[src/rtl/riscv_if_pfq.sv]
// Instruction prefetch queue: issues aligned fetches, tracks them in order and
// presents the returned parcels (with PC and fault flags) to the fetch stage.
module riscv_if_pfq #(
  parameter int XLEN        = 32,
  parameter int PARCEL_SIZE = 32,
  parameter int DEPTH       = 4
) (
  input  logic                      clk,
  input  logic                      rst,
  input  logic [XLEN-1:0]           if_nxt_pc,
  input  logic                      if_stall,
  input  logic                      if_flush,
  output logic                      if_stall_nxt_pc,
  output logic [PARCEL_SIZE-1:0]    if_parcel,
  output logic [XLEN-1:0]           if_parcel_pc,
  output logic [PARCEL_SIZE/16-1:0] if_parcel_valid,
  output logic                      if_parcel_misaligned,
  output logic                      if_parcel_page_fault,
  output logic                      mem_req,
  output logic [XLEN-1:0]           mem_adr,
  input  logic                      mem_ack,
  input  logic                      mem_rvalid,
  input  logic [PARCEL_SIZE-1:0]    mem_d,
  input  logic                      mem_err
);

  localparam int PW = (DEPTH > 1) ? $clog2(DEPTH) : 1;
  localparam int CW = $clog2(DEPTH + 1);
  localparam int SW = CW + 2;
  localparam int NV = PARCEL_SIZE / 16;

  logic [PARCEL_SIZE-1:0] dq_data [DEPTH];
  logic [XLEN-1:0]        dq_pc   [DEPTH];
  logic [DEPTH-1:0]       dq_mis;
  logic [DEPTH-1:0]       dq_pf;
  logic [XLEN-1:0]        tq_pc   [DEPTH];
  logic [DEPTH-1:0]       tq_mis;

  logic [PW-1:0] dq_rd, dq_wr, tq_rd, tq_wr;
  logic [CW-1:0] occupancy, outstanding, discard;

  logic          space, accept, counted, pop, dq_valid;
  logic [SW-1:0] total;

  // Slots already in flight to be discarded still hold memory-side capacity.
  assign total    = SW'(occupancy) + SW'(outstanding) + SW'(discard);
  assign space    = total < SW'(DEPTH);

  assign mem_req         = ~rst & ~if_flush & space;
  assign accept          = mem_req & mem_ack;
  assign if_stall_nxt_pc = ~accept;
  assign mem_adr         = {if_nxt_pc[XLEN-1:2], 2'b00};

  assign counted  = mem_rvalid & (discard == '0) & ~if_flush;
  assign dq_valid = (occupancy != '0);
  assign pop      = dq_valid & ~if_stall;

  always_ff @(posedge clk or posedge rst) begin
    if (rst) begin
      dq_rd       <= '0;
      dq_wr       <= '0;
      tq_rd       <= '0;
      tq_wr       <= '0;
      occupancy   <= '0;
      outstanding <= '0;
      discard     <= '0;
    end else if (if_flush) begin
      dq_rd       <= '0;
      dq_wr       <= '0;
      tq_rd       <= '0;
      tq_wr       <= '0;
      occupancy   <= '0;
      outstanding <= '0;
      // Every request still in flight becomes a discard, less any response
      // that lands (and is dropped) in this very cycle.
      discard     <= discard + outstanding - CW'(mem_rvalid);
    end else begin
      if (accept)
        tq_wr <= tq_wr + 1'b1;
      if (counted) begin
        tq_rd <= tq_rd + 1'b1;
        dq_wr <= dq_wr + 1'b1;
      end
      if (pop)
        dq_rd <= dq_rd + 1'b1;
      occupancy   <= occupancy + CW'(counted) - CW'(pop);
      outstanding <= outstanding + CW'(accept) - CW'(counted);
      if (mem_rvalid && (discard != '0))
        discard <= discard - 1'b1;
    end
  end

  always_ff @(posedge clk) begin
    if (accept) begin
      tq_pc[tq_wr]  <= if_nxt_pc;
      tq_mis[tq_wr] <= |if_nxt_pc[1:0];
    end
    if (counted) begin
      dq_data[dq_wr] <= mem_d;
      dq_pc[dq_wr]   <= tq_pc[tq_rd];
      dq_mis[dq_wr]  <= tq_mis[tq_rd];
      dq_pf[dq_wr]   <= mem_err;
    end
  end

  assign if_parcel            = dq_valid ? dq_data[dq_rd] : '0;
  assign if_parcel_pc         = dq_valid ? dq_pc[dq_rd]   : '0;
  assign if_parcel_misaligned = dq_valid & dq_mis[dq_rd];
  assign if_parcel_page_fault = dq_valid & dq_pf[dq_rd];
  assign if_parcel_valid      = dq_valid ? {NV{1'b1}} : '0;

  a_rvalid_expected: assert property (@(posedge clk) disable iff (rst)
    mem_rvalid |-> ((outstanding != '0) || (discard != '0)));

endmodule

[config.mk]
export PLATFORM = sky130hd
export DESIGN_NAME = riscv_if_pfq
export DESIGN_NICKNAME = d
export VERILOG_FILES = /design/src/rtl/riscv_if_pfq.sv
export SDC_FILE = /design/constraint.sdc
export NUM_CORES = 1
export LEC_CHECK = 0
export BUFFER_PORTS_ARGS = -buffer_cell sky130_fd_sc_hd__clkbuf_2
export CAP_MARGIN = 20
export CORE_AREA = 2 2 179 181
export CTS_BUF_LIST = sky130_fd_sc_hd__clkbuf_8
export CTS_CLUSTER_SIZE = 12
export DETAILED_ROUTE_END_ITERATION = 7
export DIE_AREA = 0 0 181 183
export PLACE_DENSITY = 0.72
export RECOVER_POWER = 50
export SYNTH_ARGS = -nofsm -noshare
export SYNTH_HDL_FRONTEND = slang
export SYNTH_SLANG_ARGS = --single-unit
[constraint.sdc]
create_clock -name clk -period 8.73 [get_ports clk]
set_clock_uncertainty 0.2 [all_clocks]
set_input_delay 0.4365 -clock clk [delete_from_list [all_inputs] [get_ports clk]]
set_output_delay 0.4365 -clock clk [all_outputs]
set_load 0.1 [all_outputs]
[Word level (Yosys, flattened, before mapping)]
Memories as Yosys holds them, arrays and structs flattened.
Index checks and enable logic that the tools add are counted.
Operators by class
  multiplexer cells: 32
  add/sub/neg operators: 13
  bitwise logic cells: 12
  reduce and logical (&&, ||, !) cells: 11
  order comparisons: 7
Operators with widths (number)
  two-way mux 32 bit: 2
  two-way mux 2 bit: 9
  bitwise mux 4 bit: 3
  < comparator 2 x 3 -> 1 bit (second input constant): 4
  two-way mux 3 bit: 4
  two-way mux 1 bit: 9
  subtractor 3 x 1 -> 3 bit: 3
  adder 2 x 1 -> 2 bit (second input constant): 4
  AND 1 bit: 8
  nonzero test 2 bit: 4
  adder 3 x 1 -> 3 bit: 2
  binary-select mux 1 bit (select 2 bit): 3
  nonzero test 3 bit: 2
  adder 4 x 3 -> 5 bit: 1
  < comparator 5 x 3 -> 1 bit (second input constant): 1
  adder 3 x 3 -> 4 bit: 1
  demux 1 bit (select 2 bit): 2
  greater-or-equal comparator 2 x 1 -> 1 bit (second input constant): 2
  inverter 1 bit: 4
  adder 3 bit: 1
  logical AND 1 bit: 3
  zero test 3 bit: 1
  subtractor 3 x 1 -> 3 bit (second input constant): 1
  OR reduction 2 bit: 1
Storage, ports and cells
  input bits: 71
  memory bits (writable): 384
  memories kept: 3
  logic and storage cells: 88
  register bits after elaboration: 29
  output and inout port bits: 102
Memories
  dq_data: depth 4, width 32, rd ports 1, clocked after memory_dff 0, write ports 1, RTL line 32  | logic [PARCEL_SIZE-1:0] dq_data [DEPTH];
  dq_pc: depth 4, width 32, rd ports 1, clocked after memory_dff 0, write ports 1, RTL line 33  | logic [XLEN-1:0] dq_pc [DEPTH];
  tq_pc: depth 4, width 32, rd ports 1, clocked after memory_dff 0, write ports 1, RTL line 36  | logic [XLEN-1:0] tq_pc [DEPTH];

[Longest topological paths before layout]
Gate-level depths: netlist of run 1.
  word-level depth: 8
  depth in mapped cells: 16

[Least setup slack after synthesis of run 1]
No wires, ideal clock.
  path type: register to output
  from: register occupancy[1]
  to: output port mem_req
  setup slack: 4409 ps
  path buffers: 0
  stages on the path, launching flop included: 7
  arrival: 3685 ps
  cells stage by stage: dfrtp_1 > inv_1 > fa_1 > nor2_1 > fa_1 > mux2i_1 > nor3_1
Between the ends
  longest elaborated chain between the ends: 4
RTL lines
  start: declaration: RTL line 40  | logic [CW-1:0] occupancy, outstanding, discard;
  start signal: assignment: RTL line 86  | occupancy <= occupancy + CW'(counted) - CW'(pop);
  adder 3 x 3 -> 4 bit: RTL line 46  | assign total = SW'(occupancy) + SW'(outstanding) + SW'(discard);
  adder 4 x 3 -> 5 bit: RTL line 46
  < comparator 5 x 3 -> 1 bit: RTL line 47  | assign space = total < SW'(DEPTH);
  AND 1 bit: RTL line 49  | assign mem_req = ~rst & ~if_flush & space;
  end: declaration: RTL line 19  | output logic mem_req,
No other way between the ends.

[Worst setup path after layout of run 1]
  from: register dq_rd[0]
  to: output port if_parcel_pc[10]
Between the ends
  longest elaborated chain between the ends: 2
RTL lines
  start: declaration: RTL line 39  | logic [PW-1:0] dq_rd, dq_wr, tq_rd, tq_wr;
  start signal: assignment: RTL line 85  | dq_rd <= dq_rd + 1'b1;
  memory read (4 x 32 bit)
  two-way mux 32 bit: RTL line 107  | assign if_parcel_pc = dq_valid ? dq_pc[dq_rd] : '0;
  end: declaration: RTL line 15  | output logic [XLEN-1:0] if_parcel_pc,
No other way between the ends.

==> run summary, run 1 <==
==========================================================================================
Clock latency at the later pin of the worst-skew pair .......................      0.58 ns
Sink count of the clock tree ................................................          413
Area added between synthesis and finish .....................................        16.5%
Post-Synthesis Cells ........................................................          760
Detailed Route Iter0 Violations .............................................          517
Proportion of synthesized flip-flops having asynchronous set or reset .......       0.0412
Nature of the critical path endpoint ........................................   output pin
Highest clock frequency the design can meet .................................      176 MHz
Antenna-violating nets left .................................................            0
Hpwl dp .....................................................................      16.4 mm
GRT Residual Overflow .......................................................            0
Number of global-route vias before repair ...................................         8225
Static leakage ..............................................................      6.33 nW
Chip Width ..................................................................       181 µm
Net count of the finished layout ............................................         1103
Drt drc .....................................................................            0
Net switching power .........................................................      2.57 mW
Combinational fraction of design power ......................................        0.377
Switching Fraction ..........................................................        0.416
Met3 wire length ............................................................      1.60 mm
Library cell occupying the most area in the post-synthesis netlist .......... sky130_fd_sc_hd__edfxtp_1
CP Data Arrival Time ........................................................      5.04 ns
Post-synthesis simple-gate area fraction ....................................       0.0388
Number of gates resized after CTS ...........................................            0
Clock buffers created by TritonCTS ..........................................           66
Flops & latches, synth ......................................................          413
Dominant synthesized flop cell .............................................. sky130_fd_sc_hd__edfxtp_1
Synth top area share ........................................................        0.730
Overall die area ............................................................    33100 µm²
Startpoint type of the worst setup path .....................................         flop
Worst hold-check slack ......................................................    0.0972 ns
Starting density of the core ................................................        0.522
Total count of hold-check failures in the final report ......................            0
Xor and xnor area share after synthesis .....................................      0.00699
RD Place Congestion .........................................................        0.787
Drt first pass iters ........................................................            5
Cell internal power dissipation .............................................      3.61 mW
Cell area after synthesis ...................................................    16300 µm²
Via Count ...................................................................         7743
Number of port buffers ......................................................          170
Share of synthesized cell area in full adder, half adder and majority cells .       0.0220
CTS Buffer Depth ............................................................            3
Most frequently used cell type in the post-synthesis netlist ................ sky130_fd_sc_hd__edfxtp_1
Critical path data required time ............................................      8.09 ns
Top fanout value on the critical path .......................................           35
Violations in the final reports ............................................. capacitance limit, slew limit
Area inside the core boundary ...............................................    31200 µm²
Routed wirelength normalized by instance count ..............................      20.7 µm
I/O pin count ...............................................................          173
Sequential cell fraction of total power .....................................        0.390
Ranking of synthesized cells by area ........................................ sky130_fd_sc_hd__edfxtp_1, sky130_fd_sc_hd__mux4_2, sky130_fd_sc_hd__and2_1
Synthesized-area fraction occupied by ao, oa, aoi and oai cells .............      0.00115
DR vias/cell ................................................................         5.33
Die height ..................................................................       183 µm
Register clock-pin slew on the reported worst setup and hold paths ..........      0.06 ns
Count of fill cells added during filler insertion ...........................         2266
Start-to-end type of the worst setup path ................................... flop to output pin
Cell Pwr Density ............................................................   326 nW/µm²
Fraction of power consumed by the clock network .............................        0.233
Total count of max-transition violations in the final report ................           71
Largest net degree at the start of global routing ...........................           68
Sequential element share of the synthesized area ............................        0.756
Max-cap viol count ..........................................................            2
Final sum of negative setup slack ...........................................         0 ns
Number of antenna diodes ....................................................            0
Top routing layer in use ....................................................         met4
Postcts setup bufs ..........................................................            0
Number of enable-type register cells in the synthesized netlist .............          396
Run status .................................................................. complete, but fails checks
Fraction of the cycle the final worst path needs ............................        0.650
Syn. warnings ...............................................................            0
Most numerous cell types in the synthesized netlist ......................... sky130_fd_sc_hd__edfxtp_1, sky130_fd_sc_hd__mux4_2, sky130_fd_sc_hd__and2_1
Number of antenna violations at the first check in global routing ...........            0
First-pass GRT wire length ..................................................      46.4 mm
Total wirelength of the detailed-routed design ..............................      30.0 mm
Class of the tightest hold or removal check ................................. primary input to flop
Clock period minus worst slack ..............................................      5.68 ns
Share of synthesized area spent on multiplexers .............................        0.141
Post-synthesis area per instance ............................................     21.4 µm²
RSZ-0062 raised after global routing ........................................           no
Maximum level of the CTS H-tree .............................................            3
Main combinational cell family by area after synthesis ...................... multiplexers
Total Routing Usage GR ......................................................        0.186
Number of failing setup endpoints in the final timing report ................            0
Share of cells above drive strength 1 .......................................        0.259
CTS tree ....................................................................        built
Tightest Pin Transition .....................................................      3.09 ns
Wire length on met1 .........................................................      12.7 mm
Clock root buffer master .................................................... sky130_fd_sc_hd__clkbuf_8
Worst slew margin relative to its limit .....................................        -1.06
IR drop worst, VDD ..........................................................     0.212 mV
Met2 routed WL ..............................................................      15.2 mm
Count of unique library cells instantiated by Yosys .........................           31
Number of placement rows ....................................................           65
==========================================================================================
metrics by stage:
| stage | util | worst slack [ns] | total power, mW | std cells | area [µm²] |
|---|---|---|---|---|---|
| CTS | 0.611 | 4.55 | 6.26 | 1452 | 19100 |
| global route | 0.608 | 2.44 | 6.46 | 1453 | 19000 |
| global placement | 0.553 | 4.91 | 4.75 | 1273 | 17300 |
| finish | 0.608 | 3.05 | 6.19 | 1453 | 19000 |
| floorplan | - | 4.41 | 4.41 | 761 | 16300 |
| detailed placement | 0.553 | 4.74 | 4.78 | 1273 | 17300 |
routing by layer:
| layer | vias to the layer above | global-route usage |
|---|---|---|
| met5 | - | 0 |
| met1 | 3976 | 0.245 |
| met3 | 47 | 0.0326 |
| met4 | 0 | 0.0608 |
| li1 | 3471 | - |
| met2 | 249 | 0.319 |
registers in the layout, indices dropped and copies added, names as in the netlist:
signal and count:
outstanding 3, occupancy 3, tq_rd 2, tq_wr 2
dq_rd 2, tq_mis 4, dq_data 128, dq_pc 128
tq_pc 128, dq_wr 2, dq_pf 4, discard 3
dq_mis 4
critical path, stage by stage (launching register included):
cell and delay (ns):
sky130_fd_sc_hd__dfrtp_4 0.89, sky130_fd_sc_hd__clkbuf_1 2.23, sky130_fd_sc_hd__mux4_2 0.72, sky130_fd_sc_hd__and2_1 0.21, sky130_fd_sc_hd__clkbuf_2 0.38
placed cells by master, fill, tap and decap left out, types with 2 or more instances in the layout:
cell / synthesis / layout
sky130_fd_sc_hd__dfrtp_1: 17 / 14
sky130_fd_sc_hd__nor4_1: 2 / 2
sky130_fd_sc_hd__xor2_1: 2 / 2
sky130_fd_sc_hd__mux2_2: 2 / 2
sky130_fd_sc_hd__dlygate4sd3_1: 0 / 67
sky130_fd_sc_hd__mux2i_1: 5 / 5
sky130_fd_sc_hd__clkinvlp_4: 0 / 2
sky130_fd_sc_hd__xnor2_1: 11 / 11
sky130_fd_sc_hd__dfrtp_4: 0 / 2
sky130_fd_sc_hd__and2_2: 0 / 4
sky130_fd_sc_hd__and2_1: 74 / 66
sky130_fd_sc_hd__nand2b_1: 4 / 4
sky130_fd_sc_hd__clkbuf_8: 0 / 67
sky130_fd_sc_hd__ha_1: 19 / 19
sky130_fd_sc_hd__nor3_1: 3 / 3
sky130_fd_sc_hd__buf_4: 36 / 4
sky130_fd_sc_hd__nor2b_1: 3 / 3
sky130_fd_sc_hd__nand2_1: 2 / 2
sky130_fd_sc_hd__edfxtp_1: 396 / 396
sky130_fd_sc_hd__conb_1: 1 / 2
sky130_fd_sc_hd__inv_1: 24 / 44
sky130_fd_sc_hd__fa_1: 6 / 6
sky130_fd_sc_hd__nand3_1: 2 / 2
sky130_fd_sc_hd__clkinv_2: 0 / 6
sky130_fd_sc_hd__clkinv_8: 0 / 2
sky130_fd_sc_hd__clkbuf_2: 0 / 74
sky130_fd_sc_hd__inv_6: 0 / 2
sky130_fd_sc_hd__clkinv_1: 0 / 11
sky130_fd_sc_hd__nor2_1: 16 / 16
sky130_fd_sc_hd__and2_4: 0 / 3
sky130_fd_sc_hd__mux4_2: 99 / 99
sky130_fd_sc_hd__clkbuf_1: 10 / 98
cells by family (layout without fill, tap and decap cells):
group	count (synthesis)	after routing
DFF	413	413
and+or+nand+nor	109	109
muxes	106	106
buffers and inverters	90	380
adders and majority gates	25	25
xor gates and xnor gates	13	13
AOI/OAI and AO/OA	3	3
other	1	2
power groups by stage:
stage / Combinational, mW / Clock (mW) / Sequential [mW]
after global placement: 2.30 / 0 / 2.45
after floorplan: 2.03 / 0 / 2.38
final: 2.33 / 1.44 / 2.41
after global routing: 2.45 / 1.58 / 2.43
after detailed placement: 2.32 / 0 / 2.46
after CTS: 2.35 / 1.49 / 2.42
what timing repair did:
item,in CTS,in global routing
setup endpoints to repair,0,0
hold buffers,67,0
endpoints found under the hold margin,280,0
final timing paths:
kind | from | endpoint | slack [ns] | cells after the start
worst min register to register | occupancy[2] | occupancy[2] | 0.38 | 2
worst min-delay path | mem_ack | tq_wr[1] | 0.1 | 4
min in group asynchronous | rst | discard[1] | 0.34 | 3
worst max-delay path | dq_rd[0] | if_parcel_pc[10] | 3.05 | 4
max in group asynchronous | rst | dq_rd[1] | 7.48 | 3
worst max register to register | dq_rd[0] | dq_rd[1] | 4.68 | 4
cell type report:
type,instances,area [µm²],area share
Timing Repair Buffer,244,1470,0.0773
Multi-Input combinational cell,258,3440,0.182
Clock buffer,67,922,0.0486
Sequential cell,413,12300,0.649
Clock inverter,45,226,0.0119
Tap cell,402,503,0.0265
Inverter,24,90.1,0.00475
No activity file was read; power rests on OpenSTA's default activity.
==> inputs of run 2 (changes only) <==
- ABC_AREA: default -> 1
- CORE_AREA: 2 2 179 181 -> 2 2 181 183
- DIE_AREA: 0 0 181 183 -> 0 0 183 185
- PLACE_DENSITY: 0.72 -> 0.75
- clock period: 8.73 -> 5.1 ns (I/O delays scaled with it)
==> run 2 against run 1 <==
The run still ends with capacitance limit, slew limit left. Setup slack worse by 2.3 ns. Sequential power increased by 71%. Power rose by 80%. Non-clock buffer count is 11 higher. Clock-buffer cell count is 3 higher. Hold slack improved by 0.049 ns. Wire length up 17%. Critical path depth grew 2. Design area increased by 2.0%. Via count up 36%. Largest power group is now combinational logic. Synthesized cell count grew 72%.
==> run summary, run 2 <==
=====================================================================================
Run status ............................................................. complete, but fails checks
Violations in the final reports ........................................ capacitance limit, slew limit
Overall die area .......................................................    33900 µm²
DR vias/cell ...........................................................         5.33
CTS tree ...............................................................        built
Total wirelength of the detailed-routed design .........................      35.1 mm
Area inside the core boundary ..........................................    32000 µm²
Start-to-end type of the worst setup path .............................. flop to output pin
Worst slew margin relative to its limit ................................       -0.606
Placed instance count ..................................................         1794
Total Routing Usage GR .................................................        0.208
Area added between synthesis and finish ................................        16.1%
Crit Reg-Reg Startpoint ................................................   discard[0]
Drt drc ................................................................            0
Max-cap viol count .....................................................            3
Chip Width .............................................................       183 µm
Total count of hold-check failures in the final report .................            0
CTS Buffer Depth .......................................................            3
Class of the tightest hold or removal check ............................ primary input to async pin
Nature of the critical path endpoint ...................................   output pin
Post-Synthesis Cells ...................................................         1307
Clock period minus worst slack .........................................      4.31 ns
RSZ-0062 raised after global routing ...................................           no
First-pass GRT wire length .............................................      54.4 mm
Most numerous cell types in the synthesized netlist .................... sky130_fd_sc_hd__edfxtp_1, sky130_fd_sc_hd__nor2_1, sky130_fd_sc_hd__o21ai_0
Critical path data required time .......................................      4.64 ns
CP Data Arrival Time ...................................................      3.85 ns
Commonest non-fill, non-tap cells in the layout ........................ sky130_fd_sc_hd__edfxtp_1, sky130_fd_sc_hd__nor2_1, sky130_fd_sc_hd__o21ai_0, sky130_fd_sc_hd__clkbuf_1
Number of placement rows ...............................................           66
Number of antenna diodes ...............................................            0
Registers with the most flip-flops ..................................... dq_data x128, dq_pc x128, tq_pc x128
Most frequently used cell type in the post-synthesis netlist ........... sky130_fd_sc_hd__edfxtp_1
Startpoint type of the worst setup path ................................         flop
Final sum of negative setup slack ......................................         0 ns
Sequential element share of the synthesized area .......................        0.738
Setup ws final .........................................................     0.790 ns
Proportion of synthesized flip-flops having asynchronous set or reset ..       0.0412
Worst Reg-to-Reg Cells .................................................            7
Cell Pwr Density .......................................................   574 nW/µm²
Fraction of the cycle the final worst path needs .......................        0.845
Via Count ..............................................................        10500
I/O pin count ..........................................................          173
Static leakage .........................................................      6.88 nW
Share of cells above drive strength 1 ..................................        0.116
Most frequent standard cell in the layout excluding fill and tap cells . sky130_fd_sc_hd__edfxtp_1
Routed wirelength normalized by instance count .........................      17.7 µm
Clock buffers created by TritonCTS .....................................           67
Drt first pass iters ...................................................            5
Sink count of the clock tree ...........................................          413
Maximum level of the CTS H-tree ........................................            3
Number of port buffers .................................................          170
GRT Residual Overflow ..................................................            0
Flops & latches, synth .................................................          413
Synth top area share ...................................................        0.713
Syn. warnings ..........................................................            0
Clock latency at the later pin of the worst-skew pair ..................      0.57 ns
RD Place Congestion ....................................................        0.793
Die height .............................................................       185 µm
Ranking of synthesized cells by area ................................... sky130_fd_sc_hd__edfxtp_1, sky130_fd_sc_hd__nor2_1, sky130_fd_sc_hd__o21ai_0
Largest net degree at the start of global routing ......................          117
Post-synthesis area per instance .......................................     12.8 µm²
Clock root buffer master ............................................... sky130_fd_sc_hd__clkbuf_8
Dominant synthesized flop cell ......................................... sky130_fd_sc_hd__edfxtp_1
Hpwl dp ................................................................      19.5 mm
Worst r2r dst .......................................................... dq_data[0][29]
Highest clock frequency the design can meet ............................      232 MHz
Number of enable-type register cells in the synthesized netlist ........          396
Number of failing setup endpoints in the final timing report ...........            0
Register clock-pin slew on the reported worst setup and hold paths .....      0.07 ns
Number of antenna violations at the first check in global routing ......            0
Top fanout value on the critical path ..................................           38
IR drop worst, VDD .....................................................     0.423 mV
Reg2Reg Setup Slack ....................................................      0.92 ns
Count of unique library cells instantiated by Yosys ....................           32
Net count of the finished layout .......................................         1622
Total count of max-transition violations in the final report ...........          135
Number of global-route vias before repair ..............................        10600
Non-filler instance count after layout .................................         1979
Cell area after synthesis ..............................................    16700 µm²
Tightest Pin Transition ................................................      2.41 ns
Antenna-violating nets left ............................................            0
Library cell occupying the most area in the post-synthesis netlist ..... sky130_fd_sc_hd__edfxtp_1
Starting density of the core ...........................................        0.521
Detailed Route Iter0 Violations ........................................          803
Placement-stage worst setup slack ......................................      1.28 ns
=====================================================================================
## run 2: worst max-delay path by stage
stage / start / end / slack (ns) / depth (start not counted)
after floorplan: outstanding[1] / tq_mis[1] / 0.52 / 9
after global placement: outstanding[1] / outstanding[2] / 1.42 / 15
after detailed placement: outstanding[1] / tq_pc[0][4] / 1.28 / 9
after CTS: dq_rd[0] / if_parcel_pc[16] / 1.17 / 6
after global routing: dq_rd[1] / if_parcel_pc[15] / 0.57 / 6
final: dq_rd[1] / if_parcel_pc[15] / 0.79 / 6
## run 2: through the flow
stage | area, µm² | hold slack [ns] | total power [mW] | utilization
4_1_cts | 19500 | 0.134 | 11.2 | 0.608
5_1_grt | 19400 | 0.226 | 11.6 | 0.604
2_1_floorplan | 16700 | -0.0189 | 7.81 | -
6_report | 19400 | 0.146 | 11.1 | 0.604
3_3_place_gp | 17600 | 0.210 | 8.50 | 0.549
3_5_place_dp | 17600 | 0.212 | 8.58 | 0.549
## run 2: worst max-delay path: stages (launching register included)
cell	delay, ns
sky130_fd_sc_hd__dfrtp_1	1.14
sky130_fd_sc_hd__inv_2	0.61
sky130_fd_sc_hd__buf_4	0.47
sky130_fd_sc_hd__nor2_1	0.15
sky130_fd_sc_hd__o21ai_1	0.08
sky130_fd_sc_hd__a21oi_1	0.28
sky130_fd_sc_hd__clkbuf_2	0.52
## run 2: final cells by class
class | count | area (µm²)
Sequential cell | 413 | 12300
Clock inverter | 44 | 238
Clock buffer | 70 | 963
Fill cell | 2499 | 12700
Multi-Input combinational cell | 739 | 3580
Inverter | 50 | 190
Timing Repair Buffer | 255 | 1560
Tap cell | 408 | 510
## run 2: cell families (layout without fill, tap and decap cells)
group,count (synthesis),after routing,share of synthesized area
compound gates,313,313,0.0965
xor+xnor,3,3,0.00158
fa+ha+maj,25,25,0.0215
buf+inv,156,419,0.0503
flops,413,413,0.738
other cells,1,2,0.000225
simple gates,396,396,0.0915
## run 2: repair_timing
action / in CTS / in global routing
hold endpoints to repair: 298 / 0
buffers inserted: 0 / 0
gates resized for setup: 0 / 0
hold buffers: 70 / 0
## run 2: where the power goes
group / switching, mW / leakage, nW / internal [mW]
combinational: 3.72 / 2.39 / 0.712
clock: 1.24 / 0.704 / 1.33
sequential: 0.115 / 3.79 / 4.00
## run 2: routing by layer
layer  part of all wire  GRT usage  wire [µm]  vias to the layer above
met1               0.41      0.255      14500                     5103
met4              0.021     0.0717        738                        0
met5                  0          0          0                        -
li1                   -          -          -                     5034
met2               0.51      0.376      17900                      357
met3              0.057     0.0342       1980                       54
==> inputs of run 3 (changes only) <==
- ABC_AREA: 1 -> 0
- CORE_AREA: 2 2 181 183 -> 2 2 179 181
- DIE_AREA: 0 0 183 185 -> 0 0 181 183
- PLACE_DENSITY: 0.75 -> 0.72
- clock period: 5.1 -> 4.4 ns (I/O delays scaled with it)
==> run 3 against run 2 <==
Critical path type is now flop to flop. Power rose by 12%. Largest power group is now sequential cells. Cell count fell by 26%. The flow still finishes with violations (capacitance limit, slew limit). Setup slack worse by 0.21 ns. Design area decreased by 0.65%. Sequential power up 15%.
==> run summary, run 3 (synthesis gave the netlist of run 1 again) <==
=====================================================================================
Area taken by flip-flops and latches ...................................    12300 µm²
Number of failing setup endpoints in the final timing report ...........            0
Sink count of the clock tree ...........................................          413
Highest clock frequency the design can meet ............................      262 MHz
Clock latency at the later pin of the worst-skew pair ..................      0.58 ns
Registers with the most flip-flops ..................................... dq_data x128, dq_pc x128, tq_pc x128
I/O pin count ..........................................................          173
First-pass GRT wire length .............................................      47.3 mm
Postcts setup bufs .....................................................            0
Count of fill cells added during filler insertion ......................         2267
Share of cells above drive strength 1 ..................................        0.257
Overall die area .......................................................    33100 µm²
Multi-input gate area in the final layout ..............................     3440 µm²
Clock root buffer master ............................................... sky130_fd_sc_hd__clkbuf_8
RD Place Congestion ....................................................        0.801
Antenna-violating nets left ............................................            0
Post-CTS Hold Fix Bufs .................................................           71
Routed wirelength normalized by instance count .........................      20.6 µm
Number of global-route vias before repair ..............................         8408
IR drop worst, VDD .....................................................     0.453 mV
Starting density of the core ...........................................        0.522
Fraction of the cycle the final worst path needs .......................        0.867
Startpoint type of the worst setup path ................................         flop
Hpwl dp ................................................................      17.4 mm
Clock buffers created by TritonCTS .....................................           68
Total Routing Usage GR .................................................        0.190
Total count of max-transition violations in the final report ...........           49
Drt first pass iters ...................................................            5
Area added between synthesis and finish ................................        18.1%
Violations in the final reports ........................................ capacitance limit, slew limit
Static leakage .........................................................      6.44 nW
CTS tree ...............................................................        built
Largest net degree at the start of global routing ......................           68
DR vias/cell ...........................................................         5.34
Setup ws final .........................................................     0.585 ns
Number of antenna diodes ...............................................            0
Maximum level of the CTS H-tree ........................................            3
RSZ-0062 raised after global routing ...................................           no
Chip Width .............................................................       181 µm
Worst Reg-to-Reg Cells .................................................           16
Area inside the core boundary ..........................................    31200 µm²
Number of port buffers .................................................          170
Start-to-end type of the worst setup path .............................. flop to flop
Top fanout value on the critical path ..................................            5
Run status ............................................................. complete, but fails checks
Final sum of negative setup slack ......................................         0 ns
Post-layout util .......................................................        0.616
Total wirelength of the detailed-routed design .........................      30.3 mm
Cell Pwr Density .......................................................   646 nW/µm²
Clock period minus worst slack .........................................      3.82 ns
Register clock-pin slew on the reported worst setup and hold paths .....      0.06 ns
Commonest non-fill, non-tap cells in the layout ........................ sky130_fd_sc_hd__edfxtp_1, sky130_fd_sc_hd__clkbuf_1, sky130_fd_sc_hd__mux4_2, sky130_fd_sc_hd__clkbuf_2, sky130_fd_sc_hd__dlygate4sd3_1
Most frequent standard cell in the layout excluding fill and tap cells . sky130_fd_sc_hd__edfxtp_1
Worst hold-check slack .................................................     0.124 ns
CP Data Arrival Time ...................................................      4.04 ns
Net count of the finished layout .......................................         1119
Die height .............................................................       183 µm
Max-cap viol count .....................................................            2
Total count of hold-check failures in the final report .................            0
GRT Residual Overflow ..................................................            0
Worst slew margin relative to its limit ................................       -0.211
Detailed Route Iter0 Violations ........................................          637
Placement-stage worst setup slack ......................................     0.601 ns
Nature of the critical path endpoint ...................................         flop
Class of the tightest hold or removal check ............................ primary input to async pin
Tightest Pin Transition ................................................      1.82 ns
Number of gates resized after CTS ......................................            0
Critical path data required time .......................................      4.62 ns
Via Count ..............................................................         7874
Number of placement rows ...............................................           65
CTS Buffer Depth .......................................................            3
Number of antenna violations at the first check in global routing ......            0
Drt drc ................................................................            0
=====================================================================================
## run 3: power breakdown
| group | internal [mW] | switching [mW] |
|---|---|---|
| Clock | 1.53 | 1.44 |
| Sequential | 4.59 | 0.145 |
| Combinational | 1.17 | 3.55 |
## run 3: worst paths after layout
check | from | end | slack [ns]
worst max-delay path | outstanding[1] | outstanding[2] | 0.58
worst min-delay path | rst | dq_wr[0] | 0.12
worst max register to register | outstanding[1] | outstanding[2] | 0.58
worst min register to register | occupancy[2] | occupancy[2] | 0.38
max in group asynchronous | rst | dq_rd[1] | 3.39
min in group clk | if_nxt_pc[29] | tq_pc[3][29] | 0.27
## run 3: metal layers
layer | routed length [µm] | vias to the layer above | track usage
li1 | - | 3511 | -
met1 | 12900 | 4031 | 0.252
met2 | 14900 | 267 | 0.315
met3 | 1630 | 65 | 0.0344
met4 | 941 | 0 | 0.0800
met5 | 0 | - | 0
## run 3: worst max-delay path, cell delays in order (launching register included)
cell and delay (ns):
sky130_fd_sc_hd__dfrtp_1 0.41, sky130_fd_sc_hd__inv_1 0.10, sky130_fd_sc_hd__fa_1 0.51, sky130_fd_sc_hd__nor2_1 0.16
sky130_fd_sc_hd__fa_1 0.44, sky130_fd_sc_hd__nand2b_1 0.18, sky130_fd_sc_hd__nor3_1 0.18, sky130_fd_sc_hd__buf_4 0.16
sky130_fd_sc_hd__inv_1 0.07, sky130_fd_sc_hd__ha_1 0.30, sky130_fd_sc_hd__inv_1 0.06, sky130_fd_sc_hd__ha_1 0.13
sky130_fd_sc_hd__inv_1 0.05, sky130_fd_sc_hd__fa_1 0.37, sky130_fd_sc_hd__xnor2_1 0.18, sky130_fd_sc_hd__xnor2_1 0.14
sky130_fd_sc_hd__nor2_1 0.05
## run 3: metrics by stage
step | std cells | instance area [µm²] | total power [mW]
2_1_floorplan | 761 | 16300 | 8.75
3_3_place_gp | 1283 | 17400 | 9.49
3_5_place_dp | 1283 | 17400 | 9.54
4_1_cts | 1473 | 19400 | 12.6
5_1_grt | 1474 | 19200 | 12.9
6_report | 1474 | 19200 | 12.4
## run 3: area by class of cell
class	count	share of cell area
sequential	413	0.640
multi-input combinational	258	0.179
timing repair buffer	258	0.0867
clock buffer	69	0.0494
tap	402	0.0261
clock inverter	50	0.0136
inverter	24	0.00468
